===== src/rtl/video_fetch.sv =====
// ---------------------------------------------------------------------------
// video_fetch
//
// Memory-side consumer of the video bus slots. In each slot that belongs to
// video, the fetch FSM reads one 16-bit framebuffer word and pushes it into a
// small word FIFO. A 1-bpp shifter drains the FIFO at the pixel rate and
// emits one registered pixel per enable, MSB first.
//
// Optional feature macro: VIDEO_FETCH_UNDERRUN_EN
//   defined     -> sticky underrun detection. It is cleared by reset or
//                  frame_start.
//   not defined -> underrun tied to 0 and no detection logic is built.
//   An empty FIFO stalls the shifter in both builds.
//
// Ports:
//   clk, reset        16 MHz clock, asynchronous active-high reset
//   clk8_en_p         pixel-rate enable
//   busPhase          bus phase 0..7
//   cycleReady        high at busPhase 7, memory data valid
//   videoBusControl   current slot belongs to video
//   frame_start       reload pointer from base_addr, then start a line
//   line_start        flush FIFO and shifter, rearm fetch/shift counters
//   base_addr         framebuffer word base address
//   mem_data          read data, sampled on the cycleReady edge
//   mem_addr, mem_rd  read address and request, stable for the whole slot
//   pixel             pixel value, 1 = black
//   pixel_valid       pixel is an active-line pixel
//   underrun          sticky FIFO-underrun flag
// ---------------------------------------------------------------------------
module video_fetch #(
    parameter int ADDR_W         = 21,
    parameter int WORDS_PER_LINE = 32,
    parameter int FIFO_DEPTH     = 4
) (
    input  logic              clk,
    input  logic              reset,
    input  logic              clk8_en_p,
    input  logic [2:0]        busPhase,
    input  logic              cycleReady,
    input  logic              videoBusControl,
    input  logic              frame_start,
    input  logic              line_start,
    input  logic [ADDR_W-1:0] base_addr,
    input  logic [15:0]       mem_data,
    output logic [ADDR_W-1:0] mem_addr,
    output logic              mem_rd,
    output logic              pixel,
    output logic              pixel_valid,
    output logic              underrun
);

    localparam int PTR_W        = (FIFO_DEPTH > 1) ? $clog2(FIFO_DEPTH) : 1;
    localparam int CNT_W        = $clog2(FIFO_DEPTH + 1);
    localparam int FETCH_W      = $clog2(WORDS_PER_LINE + 1);
    localparam int PIX_PER_LINE = WORDS_PER_LINE * 16;
    localparam int SHIFT_W      = $clog2(PIX_PER_LINE + 1);

    typedef enum logic {
        IDLE = 1'b0,
        REQ  = 1'b1
    } fetchState_e;

    fetchState_e         fetchState_r;
    fetchState_e         fetchNext_s;
    logic                memRd_s;
    logic [ADDR_W-1:0]   pointer_r;
    logic [FETCH_W-1:0]  fetchLeft_r;
    logic [15:0]         fifoMem_r [FIFO_DEPTH];
    logic [PTR_W-1:0]    wrPtr_r;
    logic [PTR_W-1:0]    rdPtr_r;
    logic [CNT_W-1:0]    fifoCount_r;
    logic [14:0]         shiftReg_r;
    logic [3:0]          bitCount_r;
    logic [SHIFT_W-1:0]  shiftLeft_r;
    logic                pixel_r;
    logic                pixelValid_r;
    logic                restart_s;
    logic                push_s;
    logic                pop_s;
    logic [15:0]         headWord_s;

    // frame_start implies all line_start actions, so either pulse restarts a line
    assign restart_s  = frame_start | line_start;
    // an aborted request never delivers its word
    assign push_s     = (fetchState_r == REQ) && cycleReady && !restart_s;
    assign pop_s      = clk8_en_p && !restart_s && (shiftLeft_r != SHIFT_W'(0)) &&
                        (bitCount_r == 4'd0) && (fifoCount_r != CNT_W'(0));
    assign headWord_s = fifoMem_r[rdPtr_r];

    // fetch FSM state register
    always_ff @(posedge clk or posedge reset) begin
        if (reset) begin
            fetchState_r <= IDLE;
        end else begin
            fetchState_r <= fetchNext_s;
        end
    end

    // fetch FSM next state: a slot is claimed only at its phase 0, and only with FIFO room
    always_comb begin
        fetchNext_s = fetchState_r;
        case (fetchState_r)
            IDLE: begin
                if (!restart_s && videoBusControl && (busPhase == 3'd0) &&
                    (fetchLeft_r != FETCH_W'(0)) && (fifoCount_r < CNT_W'(FIFO_DEPTH))) begin
                    fetchNext_s = REQ;
                end else begin
                    fetchNext_s = IDLE;
                end
            end
            REQ: begin
                if (restart_s || cycleReady) begin
                    fetchNext_s = IDLE;
                end else begin
                    fetchNext_s = REQ;
                end
            end
            default: fetchNext_s = IDLE;
        endcase
    end

    // fetch FSM outputs: request follows the state bit directly
    always_comb begin
        memRd_s = 1'b0;
        if (fetchState_r == REQ) begin
            memRd_s = 1'b1;
        end else begin
            memRd_s = 1'b0;
        end
    end

    assign mem_rd   = memRd_s;
    // pointer only moves on the slot-ending edge or on a restart, so the address is slot-stable
    assign mem_addr = pointer_r;

    // word pointer and remaining-fetch counter
    always_ff @(posedge clk or posedge reset) begin
        if (reset) begin
            pointer_r   <= '0;
            fetchLeft_r <= '0;
        end else if (frame_start) begin
            pointer_r   <= base_addr;
            fetchLeft_r <= FETCH_W'(WORDS_PER_LINE);
        end else if (line_start) begin
            fetchLeft_r <= FETCH_W'(WORDS_PER_LINE);
        end else if (push_s) begin
            pointer_r   <= pointer_r + ADDR_W'(1);
            fetchLeft_r <= fetchLeft_r - FETCH_W'(1);
        end
    end

    // FIFO storage (data needs no reset; occupancy governs validity)
    always_ff @(posedge clk) begin
        if (push_s) begin
            fifoMem_r[wrPtr_r] <= mem_data;
        end
    end

    // FIFO pointers and occupancy; push and pop together leave occupancy unchanged
    always_ff @(posedge clk or posedge reset) begin
        if (reset) begin
            wrPtr_r     <= '0;
            rdPtr_r     <= '0;
            fifoCount_r <= '0;
        end else if (restart_s) begin
            wrPtr_r     <= '0;
            rdPtr_r     <= '0;
            fifoCount_r <= '0;
        end else begin
            if (push_s) begin
                wrPtr_r <= wrPtr_r + PTR_W'(1);
            end
            if (pop_s) begin
                rdPtr_r <= rdPtr_r + PTR_W'(1);
            end
            case ({push_s, pop_s})
                2'b10:   fifoCount_r <= fifoCount_r + CNT_W'(1);
                2'b01:   fifoCount_r <= fifoCount_r - CNT_W'(1);
                default: fifoCount_r <= fifoCount_r;
            endcase
        end
    end

    // pixel shifter: an empty FIFO stalls without consuming a line pixel
    always_ff @(posedge clk or posedge reset) begin
        if (reset) begin
            shiftReg_r   <= '0;
            bitCount_r   <= 4'd0;
            shiftLeft_r  <= '0;
            pixel_r      <= 1'b0;
            pixelValid_r <= 1'b0;
        end else if (restart_s) begin
            shiftReg_r   <= '0;
            bitCount_r   <= 4'd0;
            shiftLeft_r  <= SHIFT_W'(PIX_PER_LINE);
            pixel_r      <= 1'b0;
            pixelValid_r <= 1'b0;
        end else if (clk8_en_p) begin
            if (shiftLeft_r == SHIFT_W'(0)) begin
                pixel_r      <= 1'b0;
                pixelValid_r <= 1'b0;
            end else if (bitCount_r != 4'd0) begin
                pixel_r      <= shiftReg_r[14];
                shiftReg_r   <= {shiftReg_r[13:0], 1'b0};
                bitCount_r   <= bitCount_r - 4'd1;
                pixelValid_r <= 1'b1;
                shiftLeft_r  <= shiftLeft_r - SHIFT_W'(1);
            end else if (fifoCount_r != CNT_W'(0)) begin
                pixel_r      <= headWord_s[15];
                shiftReg_r   <= headWord_s[14:0];
                bitCount_r   <= 4'd15;
                pixelValid_r <= 1'b1;
                shiftLeft_r  <= shiftLeft_r - SHIFT_W'(1);
            end else begin
                pixel_r      <= 1'b0;
                pixelValid_r <= 1'b0;
            end
        end
    end

    assign pixel       = pixel_r;
    assign pixel_valid = pixelValid_r;

`ifdef VIDEO_FETCH_UNDERRUN_EN
    logic starve_s;
    logic underrun_r;

    assign starve_s = clk8_en_p && !restart_s && (shiftLeft_r != SHIFT_W'(0)) &&
                      (bitCount_r == 4'd0) && (fifoCount_r == CNT_W'(0));

    // sticky underrun: only reset or a new frame clears it
    always_ff @(posedge clk or posedge reset) begin
        if (reset) begin
            underrun_r <= 1'b0;
        end else if (frame_start) begin
            underrun_r <= 1'b0;
        end else if (starve_s) begin
            underrun_r <= 1'b1;
        end
    end

    assign underrun = underrun_r;
`else
    assign underrun = 1'b0;
`endif

endmodule

===== config.mk =====
export PLATFORM = sky130hd
export DESIGN_NAME = video_fetch
export DESIGN_NICKNAME = d
export VERILOG_FILES = /design/src/rtl/video_fetch.sv
export SDC_FILE = /design/constraint.sdc
export NUM_CORES = 1
export LEC_CHECK = 0
export ABC_AREA = 1
export CAP_MARGIN = 40
export CORE_AREA = 3 3 123 125
export DETAILED_ROUTE_END_ITERATION = 7
export DIE_AREA = 0 0 126 128
export HOLD_SLACK_MARGIN = 0.05
export MAX_ROUTING_LAYER = met4
export PLACE_DENSITY_LB_ADDON = 0.3
export SLEW_MARGIN = 20
export SYNTH_ARGS = -nofsm -noshare
export SYNTH_HDL_FRONTEND = slang
export SYNTH_SLANG_ARGS = --single-unit

===== constraint.sdc =====
create_clock -name clk -period 3.1 [get_ports clk]
set_input_delay 0.465 -clock clk [delete_from_list [all_inputs] [get_ports clk]]
set_output_delay 0.465 -clock clk [all_outputs]
set_load 0.02 [all_outputs]

==> impl_metrics.py, run 1 <==
metrics = {
    "run_status": {
        "status": "complete, no violations",
    },
    "synth": {
        "avgSynthCellArea_um2": 9.315,
        "synth_compound_area_frac": 0.1215,
        "yosys.area_share.adder": 0.02364,
        "synth_top_cell_by_area": "edfxtp_1",
        "synth_simple_gate_area_share": 0.1877,
        "synthTopCellsByArea": "edfxtp_1 (31%), dfrtp_1 (27%), nand2_1 (7.4%)",
        "synthesis.nets": 717,
        "ys_seq_elements": 130,
        "synth_area_um2": 6138,
        "seq_area_frac_synth": 0.5821,
        "yosysWarnings": 0,
        "synth_cell_type_count": 33,
        "synth_cells": 659,
        "synth-xor-area-share": 0.01712,
        "synth_top_cell_area_share": 0.3131,
        "synth.area.mux_share": 0,
        "synth_top_family_by_area": "simple AND/OR/NAND/NOR gates",
    },
    "worst_setup_path": {
        "arrival_ns": 2.63,
        "worst_setup_path_end_kind": "register",
        "reg2reg_from": "shiftLeft_r[0]$_DFFE_PP0P_",
        "rr_endpoint": "fifoCount_r[2]$_DFFE_PP0P_",
        "crit_type": "reg2reg",
        "crit_fanout": 7,
        "r2r_slack_ns": 0.79,
        "cp-start-kind": "register",
        "reg2reg_depth": 14,
        "required_ns": 3.42,
    },
    "sta": {
        "finalSetupViolCount": 0,
        "relSlewSlack": 0.6082,
        "fin_skew_ns": 0.007873,
        "post-route-min-period_ns": 2.310,
        "holdWs_ns": 0.3367,
        "fmax_ghz": 0.4330,
        "hold_viol_final": 0,
        "final.setup.tns_ns": 0,
        "maxSlewViolCount": 0,
        "worst-slew-pin-transition_ns": 0.5856,
        "min_period_over_period": 0.7451,
        "rsz0062_at_grt": "no",
    },
    "finish": {
        "multi_input_comb_area_um2": 2152,
        "num_antenna_cells": 0,
        "stdcell_count": 932,
        "final_common_cell": "nand2_1",
        "num-nets-final": 797,
        "drive_above_1_share": 0.08245,
        "final-seq-area_um2": 3573,
        "syn2layout_area_growth_pct": 25.70,
        "fillers": 1210,
        "final_cell_mix": "nand2_1 (121), o21ai_0 (74), nor2_1 (74)",
    },
    "power_and_ir_drop": {
        "cellLeakagePower_uw": 0.003186,
        "total_power_uw": 4748,
        "cellPowerDensity_nw_per_um2": 615.3,
        "ir_drop_v": 0.0005747,
    },
    "placement": {
        "dp_cells": 900,
        "gp_congestion": 0.8538,
        "dpl.hpwl_um": 9105,
        "io_buffers": 70,
    },
    "detailed_routing": {
        "routed_wirelength_um": 14010,
        "wl_per_cell_um": 15.03,
        "postRouteAntennaNets": 0,
        "viasPerCell": 5.218,
        "num_vias": 4863,
        "first_pass_iters": 4,
        "dr.first_iter.drc_count": 280,
        "drc_errors": 0,
    },
    "hold_path": {
        "hp-class": "in2async",
    },
    "clocking": {
        "tritoncts": "done",
        "post_cts_buffers": 0,
        "cts_num_sinks": 130,
        "cts_htree_levels": 4,
        "cts-root-buf": "clkbuf_16",
        "cts_buffer_depth": 2,
        "cts_buffers": 17,
        "ctsHoldBuffers": 0,
        "ctsResizeCount": 0,
        "clk_latency_ns": 0.42,
        "cts.clk_slew.worst_paths_ns": 0.06,
    },
    "global_routing": {
        "grtUsageTotal": 0.1886,
        "antenna_found_initial": 0,
        "grt_pass1_vias": 4938,
        "grt_pass1_wl_um": 23560,
        "grt_max_degree": 57,
        "grt-ovfl-total": 0,
    },
    "floorplan": {
        "die-area_um2": 16130,
        "io_pins": 72,
        "die_y_um": 128,
        "fp.dieW_um": 126,
        "core-area_um2": 13990,
        "start_util": 0.4388,
        "rows": 43,
    },
    "flow_run": {
        "cap_violations": 0,
    },
}
[registers in the layout, summed over array words and instances (netlist names), 2 cells and up]
signal       flops
bitCount_r       4
fetchLeft_r      6
fifoCount_r      3
fifoMem_r       64
mem_addr        21
rdPtr_r          2
shiftLeft_r     10
shiftReg_r      15
wrPtr_r          2
[worst max-delay path by stage]
stage / from / end / slack, ns / depth (start not counted)
CTS: shiftLeft_r[0]$_DFFE_PP0P_ / fifoCount_r[2]$_DFFE_PP0P_ / 0.79 / 14
global placement: frame_start / mem_addr[16]$_DFFE_PP0P_ / 0.60 / 11
finish: shiftLeft_r[0]$_DFFE_PP0P_ / fifoCount_r[2]$_DFFE_PP0P_ / 0.79 / 14
detailed placement: frame_start / fifoCount_r[2]$_DFFE_PP0P_ / 0.54 / 13
global route: shiftLeft_r[0]$_DFFE_PP0P_ / fifoCount_r[2]$_DFFE_PP0P_ / 0.57 / 14
floorplan: reset / bitCount_r[0]$_DFFE_PP0P_ / 0.98 / 1
[critical path: stages (launching register included)]
cell and delay, ns:
dfrtp_1 0.40, inv_1 0.15, ha_1 0.23, nand2_1 0.09, inv_1 0.11, nand2_2 0.13
nand3_2 0.15, nor2_1 0.09, fa_1 0.39, xnor2_1 0.20, inv_1 0.06, nand2_1 0.07
nand2_1 0.05, nand2_1 0.06, nand2_1 0.04
[where the power goes]
group	internal, uW	switching [uW]	leakage [uW]
Clock	1370	803	0.000305
Combinational	260	370	0.00144
Sequential	1880	64.4	0.00144
Total	3510	1240	0.00319
[through the flow]
stage               utilization  setup WS [ns]  cell area, um^2
finish                   0.5516         0.7903             7716
global placement         0.5037         0.6042             7046
global route             0.5516         0.5709             7716
CTS                      0.5516         0.7862             7716
floorplan                     -         0.9802             6138
detailed placement       0.5056         0.5387             7073
[metal layers]
metal / global-route usage / vias up / routed length (um)
li1: - / 2390 / -
met1: 0.2253 / 2347 / 6151
met2: 0.3121 / 107 / 7019
met3: 0.04708 / 19 / 614
met4: 0.06877 / 0 / 225
met5: - / - / 0
[area by class of cell]
class / count / share of cell area
inverters: 77 / 0.03746
flip-flops and latches: 130 / 0.4631
clock inverters: 15 / 0.02821
multi-input cells: 428 / 0.2789
well taps: 180 / 0.02919
repair buffers: 85 / 0.1080
clock buffers: 17 / 0.05513
[cells by family (layout without fill, tap and decap cells)]
family                   count (synthesis)  count (layout)
buffers and inverters                  101             194
AND/OR/NAND/NOR                        268             268
flip-flops                             130             130
AO/OA/AOI/OAI                          136             136
other                                    1               1
XOR/XNOR                                12              12
adder cells (fa/ha/maj)                 11              11
[synthesized netlist by cell type]
master    count
a21oi_1      16
a31oi_1       1
and2_1        1
buf_2         9
buf_4         2
buf_6         2
clkbuf_1     11
conb_1        1
dfrtp_1      66
edfxtp_1     64
fa_1          1
ha_1         10
inv_1        73
inv_2         4
nand2_1     121
nand2_2       3
nand3_1      41
nand3_2       1
nand3b_1      3
nand4_1       4
nor2_1       74
nor2_2        2
nor2_4        4
nor3_1       11
nor3b_1       1
nor4_1        2
o211ai_1      5
o21ai_0      74
o21ai_1       3
o221ai_1      2
o22ai_1      35
xnor2_1       4
xor2_1        8
No activity file was read; power rests on OpenSTA's default activity.
==> run 2: changes to the inputs <==
==> constraint.sdc (replaced) <==
create_clock -name clk -period 2.11 [get_ports clk]
set_input_delay 0.3165 -clock clk [delete_from_list [all_inputs] [get_ports clk]]
set_output_delay 0.3165 -clock clk [all_outputs]
set_load 0.02 [all_outputs]
==> run 2 against run 1 <==
  * Clock skew grew 0.0045 ns
  * Critical endpoint unchanged
  * Hold slack lost 0.045 ns
  * Die area unchanged
  * Critical path depth unchanged
  * Register-to-register slack worse by 0.62 ns
  * Design area increased by 1.3%
  * First-iteration DRC count grew 52%
  * Largest power group unchanged
  * Sequential power rose by 47%
==> impl_metrics.py, run 2 (synthesis results as in run 1) <==
metrics = {
    "run_status": {
        "status": "complete, no violations",
    },
    "power_and_ir_drop": {
        "cellLeakagePower_uw": 0.003241,
        "cellPowerDensity_nw_per_um2": 863.5,
        "p_sw_uw": 1898,
        "clkPwrFrac": 0.435,
        "total_power_uw": 6752,
        "p_comb_frac": 0.142,
        "pwr-share-seq": 0.423,
        "intPower_uw": 4853,
        "swShare": 0.2812,
        "ir_drop_v": 0.0006962,
    },
    "worst_setup_path": {
        "cp.buffers_inverters": 3,
        "cpPeakStageDelay_ns": 0.39,
        "critical-path-top-delay-family": "adder cells",
        "cpMostUsedCell": "nand2_1",
        "slowest_stage": "dfrtp_1",
        "worst_setup_path_end_kind": "register",
        "crit_chain": "inv_1, ha_1, nand2_1, inv_1, nand2_2, nand3_2, nor2_2, fa_2, xnor2_2, inv_1, nand2_1, nand2_1, nand2_1, nand2_1",
        "arrival_ns": 2.25,
        "required_ns": 2.42,
        "crit_fanout": 3,
        "cp-start-kind": "register",
        "crit_type": "reg2reg",
    },
    "finish": {
        "final_cell_mix": "nand2_1 (121), o21ai_0 (74), inv_1 (72), nor2_1 (72), clkdlybuf4s50_1 (70)",
        "largest_register_ff_count": 64,
        "num-nets-final": 813,
        "largest-register": "fifoMem_r",
        "drive_above_1_share": 0.1068,
        "syn2layout_area_growth_pct": 27.37,
        "num_antenna_cells": 0,
        "multi_input_comb_area_um2": 2167,
        "final_core_util": 0.5589,
        "final-seq-area_um2": 3573,
        "stdcell_count": 948,
        "final_common_cell": "nand2_1",
        "finalInstanceArea_um2": 7819,
        "fillers": 1217,
    },
    "sta": {
        "post-route-min-period_ns": 1.939,
        "min_period_over_period": 0.9188,
        "hold_viol_final": 0,
        "maxSlewViolCount": 0,
        "holdWs_ns": 0.2919,
        "rsz0062_at_grt": "no",
        "fmax_ghz": 0.5158,
        "finalSetupViolCount": 0,
        "fin_skew_ns": 0.01242,
    },
    "detailed_routing": {
        "routed_wirelength_um": 14050,
        "wl_per_cell_um": 14.82,
        "viasPerCell": 5.188,
        "num_vias": 4918,
        "drc_errors": 0,
        "first_pass_iters": 5,
        "dr.first_iter.drc_count": 426,
        "postRouteAntennaNets": 0,
    },
    "placement": {
        "io_buffers": 70,
        "gp_congestion": 0.8428,
        "dp_cells": 916,
        "dpl.hpwl_um": 9341,
        "place_area_um2": 7211,
    },
    "flow_run": {
        "cap_violations": 0,
    },
    "clocking": {
        "cts_htree_levels": 4,
        "cts_buffer_depth": 2,
        "ctsHoldBuffers": 0,
        "cts_buffers": 17,
        "tritoncts": "done",
        "cts.clk_slew.worst_paths_ns": 0.06,
        "clk_latency_ns": 0.43,
        "cts_num_sinks": 130,
        "cts-root-buf": "clkbuf_16",
    },
    "floorplan": {
        "fp.dieW_um": 126,
        "die_y_um": 128,
        "io_pins": 72,
        "die-area_um2": 16130,
        "rows": 43,
        "start_util": 0.4388,
        "core-area_um2": 13990,
    },
    "global_routing": {
        "grt_pass1_vias": 4799,
        "antenna_found_initial": 0,
        "grt_pass1_wl_um": 23770,
        "grtUsageTotal": 0.1900,
        "grt-ovfl-total": 0,
        "grt_max_degree": 67,
    },
    "hold_path": {
        "hp-class": "in2async",
    },
}
==> run 2: what timing repair did <==
action | in CTS | in global routing
setup endpoints to repair | 0 | 2
resized for setup | 0 | 4
setup buffers | 0 | 0
==> run 2: power groups by stage <==
stage | clock, uW | combinational [uW] | sequential, uW
after floorplan | 0 | 559 | 2940
after global placement | 0 | 936 | 2900
after detailed placement | 0 | 953 | 2900
after CTS | 2970 | 960 | 2860
after global routing | 3090 | 1090 | 2870
final | 2930 | 961 | 2860
==> run 2: path summary, 6_finish.rpt <==
check                                            from                          to  slack [ns]  cells after the start
setup / recovery           shiftLeft_r[0]$_DFFE_PP0P_  fifoCount_r[2]$_DFFE_PP0P_        0.17                     14
hold / removal                                  reset  fetchLeft_r[5]$_DFFE_PP0P_        0.29                      3
setup reg to reg           shiftLeft_r[0]$_DFFE_PP0P_  fifoCount_r[2]$_DFFE_PP0P_        0.17                     14
hold reg to reg               pixel_valid$_DFFE_PP0P_     pixel_valid$_DFFE_PP0P_        0.48                      2
max in group asynchronous                       reset  shiftLeft_r[6]$_DFFE_PP0P_        1.53                      3
min in group clk                        base_addr[19]    mem_addr[19]$_DFFE_PP0P_        0.46                      3
==> run 2: layout make-up <==
cell class,instances,share of cell area
multi-input combinational,428,0.2772
inverter,77,0.03697
tap,180,0.02880
clock inverter,15,0.02144
clock buffer,17,0.05441
timing repair buffer,101,0.1242
sequential,130,0.4570
==> run 2: tightest hold or removal path, delay by kind of cell <==
family   cells  cell delay [ns]
buf+inv      3             0.80
==> run 2: routing by layer <==
metal  vias to the layer above  track usage  share of wire
met1                      2367       0.2386           0.45
li1                       2419            -              -
met5                         -            -              0
met4                         0      0.06625          0.017
met3                        21      0.04167          0.047
met2                       111       0.3067           0.49
==> run 2: per-stage QoR <==
stage	setup slack, ns	setup TNS [ns]
final	0.1713	0
after global placement	-0.003201	-0.003201
after detailed placement	-0.05654	-0.05654
after global routing	0.006990	0
after floorplan	0.1075	0
after CTS	0.07873	0
